## src/rtl/board_pkg.sv

```systemverilog
// Shared constants, FSM state type and row-slice helper for the line-clear block.
package board_pkg;

    localparam int BOARD_ROWS = 20;
    localparam int BOARD_COLS = 10;

    typedef enum logic [1:0] {
        IDLE,
        SCAN,
        METRIC,
        DONE
    } lineclear_state_t;

    // Row r of a packed board; row 0 is the top of the well.
    function automatic logic [BOARD_COLS-1:0] row_of(
        input logic [BOARD_ROWS*BOARD_COLS-1:0] board,
        input int                               r
    );
        return board[r*BOARD_COLS +: BOARD_COLS];
    endfunction

endpackage

```

## src/rtl/board_metrics.sv

```systemverilog
// Column-height and hole accumulator fed one board row per cycle, top row first.
// Only instantiated when LINECLEAR_METRICS_EN is defined.
module board_metrics #(
    parameter int ROWS = 20,
    parameter int COLS = 10,
    parameter int IW   = 5
) (
    input  logic            clk,
    input  logic            rst,
    input  logic            start,
    input  logic            row_en,
    input  logic [IW-1:0]   row_idx,
    input  logic [COLS-1:0] row_data,
    output logic [7:0]      holes,
    output logic [7:0]      agg_height
);

    logic [COLS-1:0] seen;
    logic [COLS-1:0] seen_next;
    logic [7:0]      holes_next;
    logic [7:0]      agg_next;

    // The first filled cell of a column fixes its height; empty cells under it are holes.
    always_comb begin
        seen_next  = seen;
        holes_next = holes;
        agg_next   = agg_height;
        for (int c = 0; c < COLS; c++) begin
            if (row_data[c]) begin
                if (!seen_next[c]) begin
                    agg_next = agg_next + (8'(ROWS) - 8'(row_idx));
                end
                seen_next[c] = 1'b1;
            end else if (seen_next[c]) begin
                holes_next = holes_next + 8'd1;
            end
        end
    end

    always_ff @(posedge clk or posedge rst) begin
        if (rst) begin
            seen       <= '0;
            holes      <= '0;
            agg_height <= '0;
        end else if (start) begin
            seen       <= '0;
            holes      <= '0;
            agg_height <= '0;
        end else if (row_en) begin
            seen       <= seen_next;
            holes      <= holes_next;
            agg_height <= agg_next;
        end
    end

endmodule

```

## src/rtl/board_lineclear.sv

```systemverilog
// Removes full rows from a merged board and compacts the rest toward the bottom, one row per cycle.
// Optional METRIC pass (holes, aggregate height) is enabled by defining LINECLEAR_METRICS_EN.
module board_lineclear
    import board_pkg::*;
#(
    parameter int ROWS  = BOARD_ROWS,
    parameter int COLS  = BOARD_COLS,
    parameter int CNT_W = 5
) (
    input  logic                 clk,
    input  logic                 rst,
    input  logic                 clear_request,
    input  logic                 board_valid,
    input  logic [ROWS*COLS-1:0] board_in,
    output logic                 busy,
    output logic                 clear_done,
    output logic                 out_valid,
    output logic [ROWS*COLS-1:0] board_out,
    output logic [CNT_W-1:0]     lines_cleared,
    output logic [7:0]           holes,
    output logic [7:0]           agg_height
);

    localparam int            IW   = $clog2(ROWS);
    localparam logic [IW-1:0] LAST = IW'(ROWS - 1);

    lineclear_state_t    state;
    logic [ROWS*COLS-1:0] src;
    logic [IW-1:0]       rd;
    logic [IW-1:0]       wr;
    logic [COLS-1:0]     cur_row;

    assign cur_row = row_of(src, int'(rd));

`ifdef LINECLEAR_METRICS_EN
    logic [IW-1:0] mr;
`endif

    // Rows above the final write pointer keep the zeros written at accept.
    always_ff @(posedge clk or posedge rst) begin
        if (rst) begin
            state         <= IDLE;
            src           <= '0;
            board_out     <= '0;
            rd            <= '0;
            wr            <= '0;
            lines_cleared <= '0;
            busy          <= 1'b0;
            clear_done    <= 1'b0;
            out_valid     <= 1'b0;
`ifdef LINECLEAR_METRICS_EN
            mr            <= '0;
`endif
        end else begin
            case (state)
                IDLE: begin
                    clear_done <= 1'b0;
                    if (clear_request) begin
                        src           <= board_in;
                        out_valid     <= board_valid;
                        board_out     <= '0;
                        rd            <= LAST;
                        wr            <= LAST;
                        lines_cleared <= '0;
                        busy          <= 1'b1;
                        state         <= SCAN;
                    end else begin
                        busy <= 1'b0;
                    end
                end
                SCAN: begin
                    if (&cur_row) begin
                        lines_cleared <= lines_cleared + 1'b1;
                    end else begin
                        board_out[int'(wr)*COLS +: COLS] <= cur_row;
                        if (wr != '0) begin
                            wr <= wr - 1'b1;
                        end
                    end
                    if (rd == '0) begin
`ifdef LINECLEAR_METRICS_EN
                        mr    <= '0;
                        state <= METRIC;
`else
                        state <= DONE;
`endif
                    end else begin
                        rd <= rd - 1'b1;
                    end
                end
                METRIC: begin
`ifdef LINECLEAR_METRICS_EN
                    mr <= mr + 1'b1;
                    if (mr == LAST) begin
                        state <= DONE;
                    end
`else
                    state <= DONE;
`endif
                end
                DONE: begin
                    clear_done <= 1'b1;
                    state      <= IDLE;
                end
                default: state <= IDLE;
            endcase
        end
    end

`ifdef LINECLEAR_METRICS_EN
    board_metrics #(
        .ROWS (ROWS),
        .COLS (COLS),
        .IW   (IW)
    ) u_metrics (
        .clk        (clk),
        .rst        (rst),
        .start      (state == IDLE && clear_request),
        .row_en     (state == METRIC),
        .row_idx    (mr),
        .row_data   (row_of(board_out, int'(mr))),
        .holes      (holes),
        .agg_height (agg_height)
    );
`else
    assign holes      = 8'd0;
    assign agg_height = 8'd0;
`endif

endmodule

```

## config.mk

```make
export PLATFORM = sky130hd
export DESIGN_NAME = board_lineclear
export DESIGN_NICKNAME = d
export VERILOG_FILES = /design/src/rtl/board_pkg.sv /design/src/rtl/board_metrics.sv /design/src/rtl/board_lineclear.sv
export SDC_FILE = /design/constraint.sdc
export NUM_CORES = 1
export LEC_CHECK = 0
export CAP_MARGIN = 20
export CORE_ASPECT_RATIO = 0.9
export CORE_MARGIN = 2
export CORE_UTILIZATION = 30
export DETAILED_ROUTE_END_ITERATION = 10
export RECOVER_POWER = 25
export SETUP_SLACK_MARGIN = 0.1
export SLEW_MARGIN = 20
export SYNTH_ARGS = -nofsm -noshare
export SYNTH_HDL_FRONTEND = slang
export SYNTH_HIERARCHICAL = 1
export SYNTH_SLANG_ARGS = --single-unit
```

## constraint.sdc

```tcl
create_clock -name clk -period 17.45 [get_ports clk]
set_clock_uncertainty 0.05 [all_clocks]
set_input_delay 3.49 -clock clk [delete_from_list [all_inputs] [get_ports clk]]
set_output_delay 3.49 -clock clk [all_outputs]
set_load 0.05 [all_outputs]
```

Word-level counts from Yosys, hierarchy flattened
Index checks and enable logic that the tools add are counted.
- bits in registers: 420
- input port bits: 204
- output and inout bits: 224
- word-level logic and storage cells: 57
- add/sub/neg operators: 4
- multipliers: 2
- equal/unequal tests: 9
- shift operators: 3
- muxes and demuxes: 18
- reductions and logical operators: 12
- operators with widths (kind ; count):
    2-to-1 mux 200 bit ; 2
    case mux 200 bit (2 select lines) ; 1
    bitwise mux 200 bit ; 1
    variable shift 10 x 33 -> 200 bit, first input constant ; 1
    indexed part select 10 x 33 -> 200 bit ; 1
    indexed part select 200 x 10 -> 10 bit ; 1
    negator 9 -> 33 bit ; 1
    2-to-1 mux 5 bit ; 6
    case mux 5 bit (2 select lines) ; 3
    multiplier 5 x 3 -> 8 bit, second input constant ; 2
    inequality test 2 bit, second input constant ; 6
    AND reduction 10 bit ; 1
    subtractor 5 x 1 -> 5 bit, second input constant ; 2
    AND reduction 3 bit ; 3
    case mux 2 bit (4 select lines) ; 1
    adder 5 x 1 -> 5 bit, second input constant ; 1
    logical NOT 5 bit ; 1
    nonzero test 5 bit ; 1
    == test 2 bit, second input constant ; 2
    2-to-1 mux 2 bit ; 2
    AND reduction 2 bit ; 2
    AND reduction 4 bit ; 1
    nonzero test 2 bit ; 2
    == test 2 x 1 -> 1 bit, second input constant ; 1
    3 further kinds ; 3

Depth between registers and ports, before layout
- depth after elaboration: 6
- mapped depth: 16

Worst setup path before layout
Ideal clock, no wire load.
- path type: input-to-reg
- from: in clear_request
- to: reg board_out[12]
- setup time: 0.120 ns
- data arrival time: 4.924 ns
- data required time: 17.280 ns
- path slack: 12.356 ns
- cell stages on the path: 8
- buffers on the path: 0
- path through: inv_1 > nand2_1 > o21ai_1 > nor2_1 > nand2_1 > nor2_1 > a21oi_1 > a31o_2
- longest elaborated chain between the ends: 2
- RTL lines (element ; RTL line ; text):
    from (decl) ; board_lineclear.sv:12 ; input logic clear_request,
    inequality test 2 bit (no source line) ; n/a ;
    AND reduction 3 bit (no source line) ; n/a ;
    to (signal, indexed assignment) ; board_lineclear.sv:75 ; board_out[int'(wr)*COLS +: COLS] <= cur_row;
    to (decl) ; board_lineclear.sv:18 ; output logic [ROWS*COLS-1:0] board_out,
No other way between the ends.
A chain may end at the register's enable or synchronous reset.

==> out/qor.yml <==
cts:
  cts_hold_buffers: 0
  clk_transition_reported_paths_ns: 0.06
  clockBufferDepth: 3
  clock_sink_count: 420
  insertion_delay_ns: 0.61
  post_cts_setup_buffers: 0
  ctsResizeCount: 0
  h-tree-depth: 2
  cts_root_buf: "sky130_fd_sc_hd__clkbuf_16"
  cts_buffers: 49
  cts_tree: "yes"
yosys:
  synth.lib_cells_used.distinct: 95
  synth_area_leaders: "sky130_fd_sc_hd__dfrtp_1 (48%), sky130_fd_sc_hd__mux2_2 (11%), sky130_fd_sc_hd__mux2i_1 (5.6%)"
  netlist_instances: 1981
  synth.ff_latch_count: 420
  fraction_of_post_synthesis_cell_area_in_the_top_cell_type_by_area: 0.481
  number_of_enable_type_register_cells_in_the_synthesized_netlist: 0
  synth.largest_area_cell: "sky130_fd_sc_hd__dfrtp_1"
  ys.flop_type: "sky130_fd_sc_hd__dfrtp_1"
  syn_area_um2: 21800
  post_synth.cell_area_avg_um2: 11.0
  synth.yosys.warnings: 6
  ys_async_sr_fraction: 1.00
  seq_area_frac_synth: 0.481
sta:
  timing.final.setup_violations: 0
  max_slew.worst_pin.slew_ns: 4.59
  finalWorstPathRequiredPeriod_ns: 10.39
  setup_repair_after_global_routing_missed_its_margin: "no"
  totalNegativeSetupSlack_ns: 0
  final_hold_violations: 0
  layout_worst_path_cycle_share: 0.595
  max_clock_freq_ghz: 0.0963
  final_max_slew_viol_count: 321
  max-slew-margin-rel: -2.06
detailed_routing:
  wl_per_cell_um: 25.4
  drt_wl_total_mm: 84.9
  dr.pass1.iters: 5
  antenna_violating_nets_post_route: 0
  drc_errors: 0
  drt_iter0_drc: 1754
  detailed_route_via_count: 18800
  routed_via_density: 5.64
critical_path:
  setup.worst_path.end_class: "async pin"
  required_ns: 17.00
  crit_chain: "dlygate4sd3_1 > clkinvlp_2 > clkbuf_1"
  rr_startpoint: "state[0]"
  arrival_ns: 9.94
  reg2reg_setup_slack_ns: 11.73
  worst-path-stages: 3
  worstRegToRegCells: 6
  critical-path-top-delay-family: "buffers and inverters"
  cpMaxStageDelayCell: "sky130_fd_sc_hd__clkbuf_1"
  cp-start-kind: "input port"
  criticalPathCategory: "input port to async pin"
  path_buf_inv: 3
  cpPeakStageDelay_ns: 3.35
  timing.rr.end: "src[159]"
  crit_fanout: 89
min_path:
  hp-start: "src[65]"
  min_path_type: "register to register"
  worstHoldEndpoint: "src[65]"
  min_path_cells: 1
cells_and_area:
  finish.cell_count_without_fillers: 3339
  nets: 2565
  fill_cells: 6913
  ff_latch_area_um2: 10500
  drive_above_1_share: 0.167
  area_of_the_multi_input_gates_um2: 10600
  flow.area_growth_from_synthesis_pct: 30.2
outcome:
  failed_checks: "capacitance limit, slew limit"
  result_of_the_run: "complete, but fails checks"
global_routing:
  via_count_of_the_first_global_routing_pass: 19000
  grt_pass1_wl_mm: 125
  overflow: 0
  grt_start_max_net_pins: 100
  grtUsageTotal: 0.223
  number_of_antenna_violations_at_the_first_check_in_global_routing: 16
placement:
  io_buffer_count: 411
  final_weighted_congestion_in_routability_driven_placement: 0.941
  dp_cells: 3244
  dp_hpwl_mm: 63.1
power:
  p_leak_nw: 11.7
  peak_supply_drop_mv: 0.121
  cellPowerDensity_nw_per_um2: 215
die:
  design.die.area_um2: 75000
  core_region_area_um2: 71800
  chipWidth_um: 288
  floorplan.io_pins: 428
  placementRows: 93
  die_h_um: 260
  floorplan.initialDensity: 0.304
flow_run:
  timing.max_cap.violations: 4
-- per-layer routing --
metal	vias up	global-route usage	wire length, um
li1	8157	-	-
met3	173	0.0640	8290
met1	9489	0.286	34100
met5	-	0	138
met4	20	0.0685	2480
met2	989	0.363	39900
-- worst max-delay path by stage --
stage	from	to	slack, ns
global route	rst	board_out[3]	5.78
finish	rst	board_out[0]	7.06
CTS	clear_request	src[159]	10.97
global placement	clear_request	board_out[150]	10.45
detailed placement	clear_request	src[149]	10.37
floorplan	rst	board_out[0]	2.22
-- report_power, final --
part           total [mW]  internal, mW  switching, mW
sequential           1.56          1.32          0.245
clock                1.05         0.618          0.432
combinational        3.51          1.09           2.42
total                6.13          3.02           3.10
-- cell usage after synthesis, types with 13 or more instances --
cell type / count
sky130_fd_sc_hd__a21oi_1: 51
sky130_fd_sc_hd__o2bb2ai_1: 15
sky130_fd_sc_hd__and3_1: 14
sky130_fd_sc_hd__buf_4: 24
sky130_fd_sc_hd__nand2_1: 228
sky130_fd_sc_hd__o311ai_0: 42
sky130_fd_sc_hd__buf_2: 22
sky130_fd_sc_hd__ha_1: 15
sky130_fd_sc_hd__o211ai_1: 31
sky130_fd_sc_hd__dfrtp_1: 420
sky130_fd_sc_hd__and2_1: 13
sky130_fd_sc_hd__a31oi_1: 15
sky130_fd_sc_hd__or3_1: 21
sky130_fd_sc_hd__nor3_1: 39
sky130_fd_sc_hd__a32o_1: 13
sky130_fd_sc_hd__o22ai_1: 23
sky130_fd_sc_hd__mux2_2: 206
sky130_fd_sc_hd__mux2i_1: 122
sky130_fd_sc_hd__a22oi_1: 32
sky130_fd_sc_hd__o21ai_0: 52
sky130_fd_sc_hd__nor2_1: 97
sky130_fd_sc_hd__nand3_1: 64
sky130_fd_sc_hd__o31ai_1: 35
sky130_fd_sc_hd__nand4_1: 23
sky130_fd_sc_hd__a31o_2: 15
sky130_fd_sc_hd__mux4_2: 23
sky130_fd_sc_hd__o41ai_1: 14
sky130_fd_sc_hd__clkbuf_1: 88
sky130_fd_sc_hd__inv_1: 22
-- logic make-up after synthesis --
family | share of synthesized area
compound gates | 0.152
xor+xnor | 0.00619
fa+ha+maj | 0.00951
buf+inv | 0.0393
flops | 0.481
mux | 0.189
other cells | 0.000172
simple gates | 0.122
-- metrics by stage --
step	utilization	area (um^2)	setup slack, ns	hold slack, ns	total power [mW]
global placement	0.373	26800	10.45	0.431	4.97
detailed placement	0.373	26800	10.37	0.439	5.01
finish	0.396	28400	7.06	0.451	6.13
global route	0.396	28400	5.78	0.459	6.39
CTS	0.396	28500	10.97	0.453	6.08
floorplan	-	21900	2.22	0.420	3.70
-- placed cells by master, fill, tap and decap left out, types with 31 or more instances in the layout --
master	n
sky130_fd_sc_hd__nand2_1	227
sky130_fd_sc_hd__nor3_1	39
sky130_fd_sc_hd__dfrtp_1	418
sky130_fd_sc_hd__nand3_1	64
sky130_fd_sc_hd__clkbuf_16	49
sky130_fd_sc_hd__nor2_1	96
sky130_fd_sc_hd__a21oi_1	51
sky130_fd_sc_hd__o311ai_0	42
sky130_fd_sc_hd__clkdlybuf4s50_1	409
sky130_fd_sc_hd__o31ai_1	35
sky130_fd_sc_hd__o211ai_1	31
sky130_fd_sc_hd__a22oi_1	32
sky130_fd_sc_hd__buf_4	38
sky130_fd_sc_hd__mux2i_1	122
sky130_fd_sc_hd__o21ai_0	52
sky130_fd_sc_hd__mux2_2	206
-- state kept, by name (all words and copies together) (netlist names) --
register       flops
board_out        200
src              200
lines_cleared      5
rd                 5
wr                 5
state              2
busy               1
clear_done         1
out_valid          1
-- final cells by class --
class / instances / area share
clock buffers: 73 / 0.0505
inverters: 24 / 0.00321
repair buffers: 451 / 0.155
diodes: 6 / 0.000528
flip-flops and latches: 420 / 0.370
clock inverters: 16 / 0.00774
well taps: 950 / 0.0418
multi-input cells: 1399 / 0.372
(Power assumes the default switching activity.)
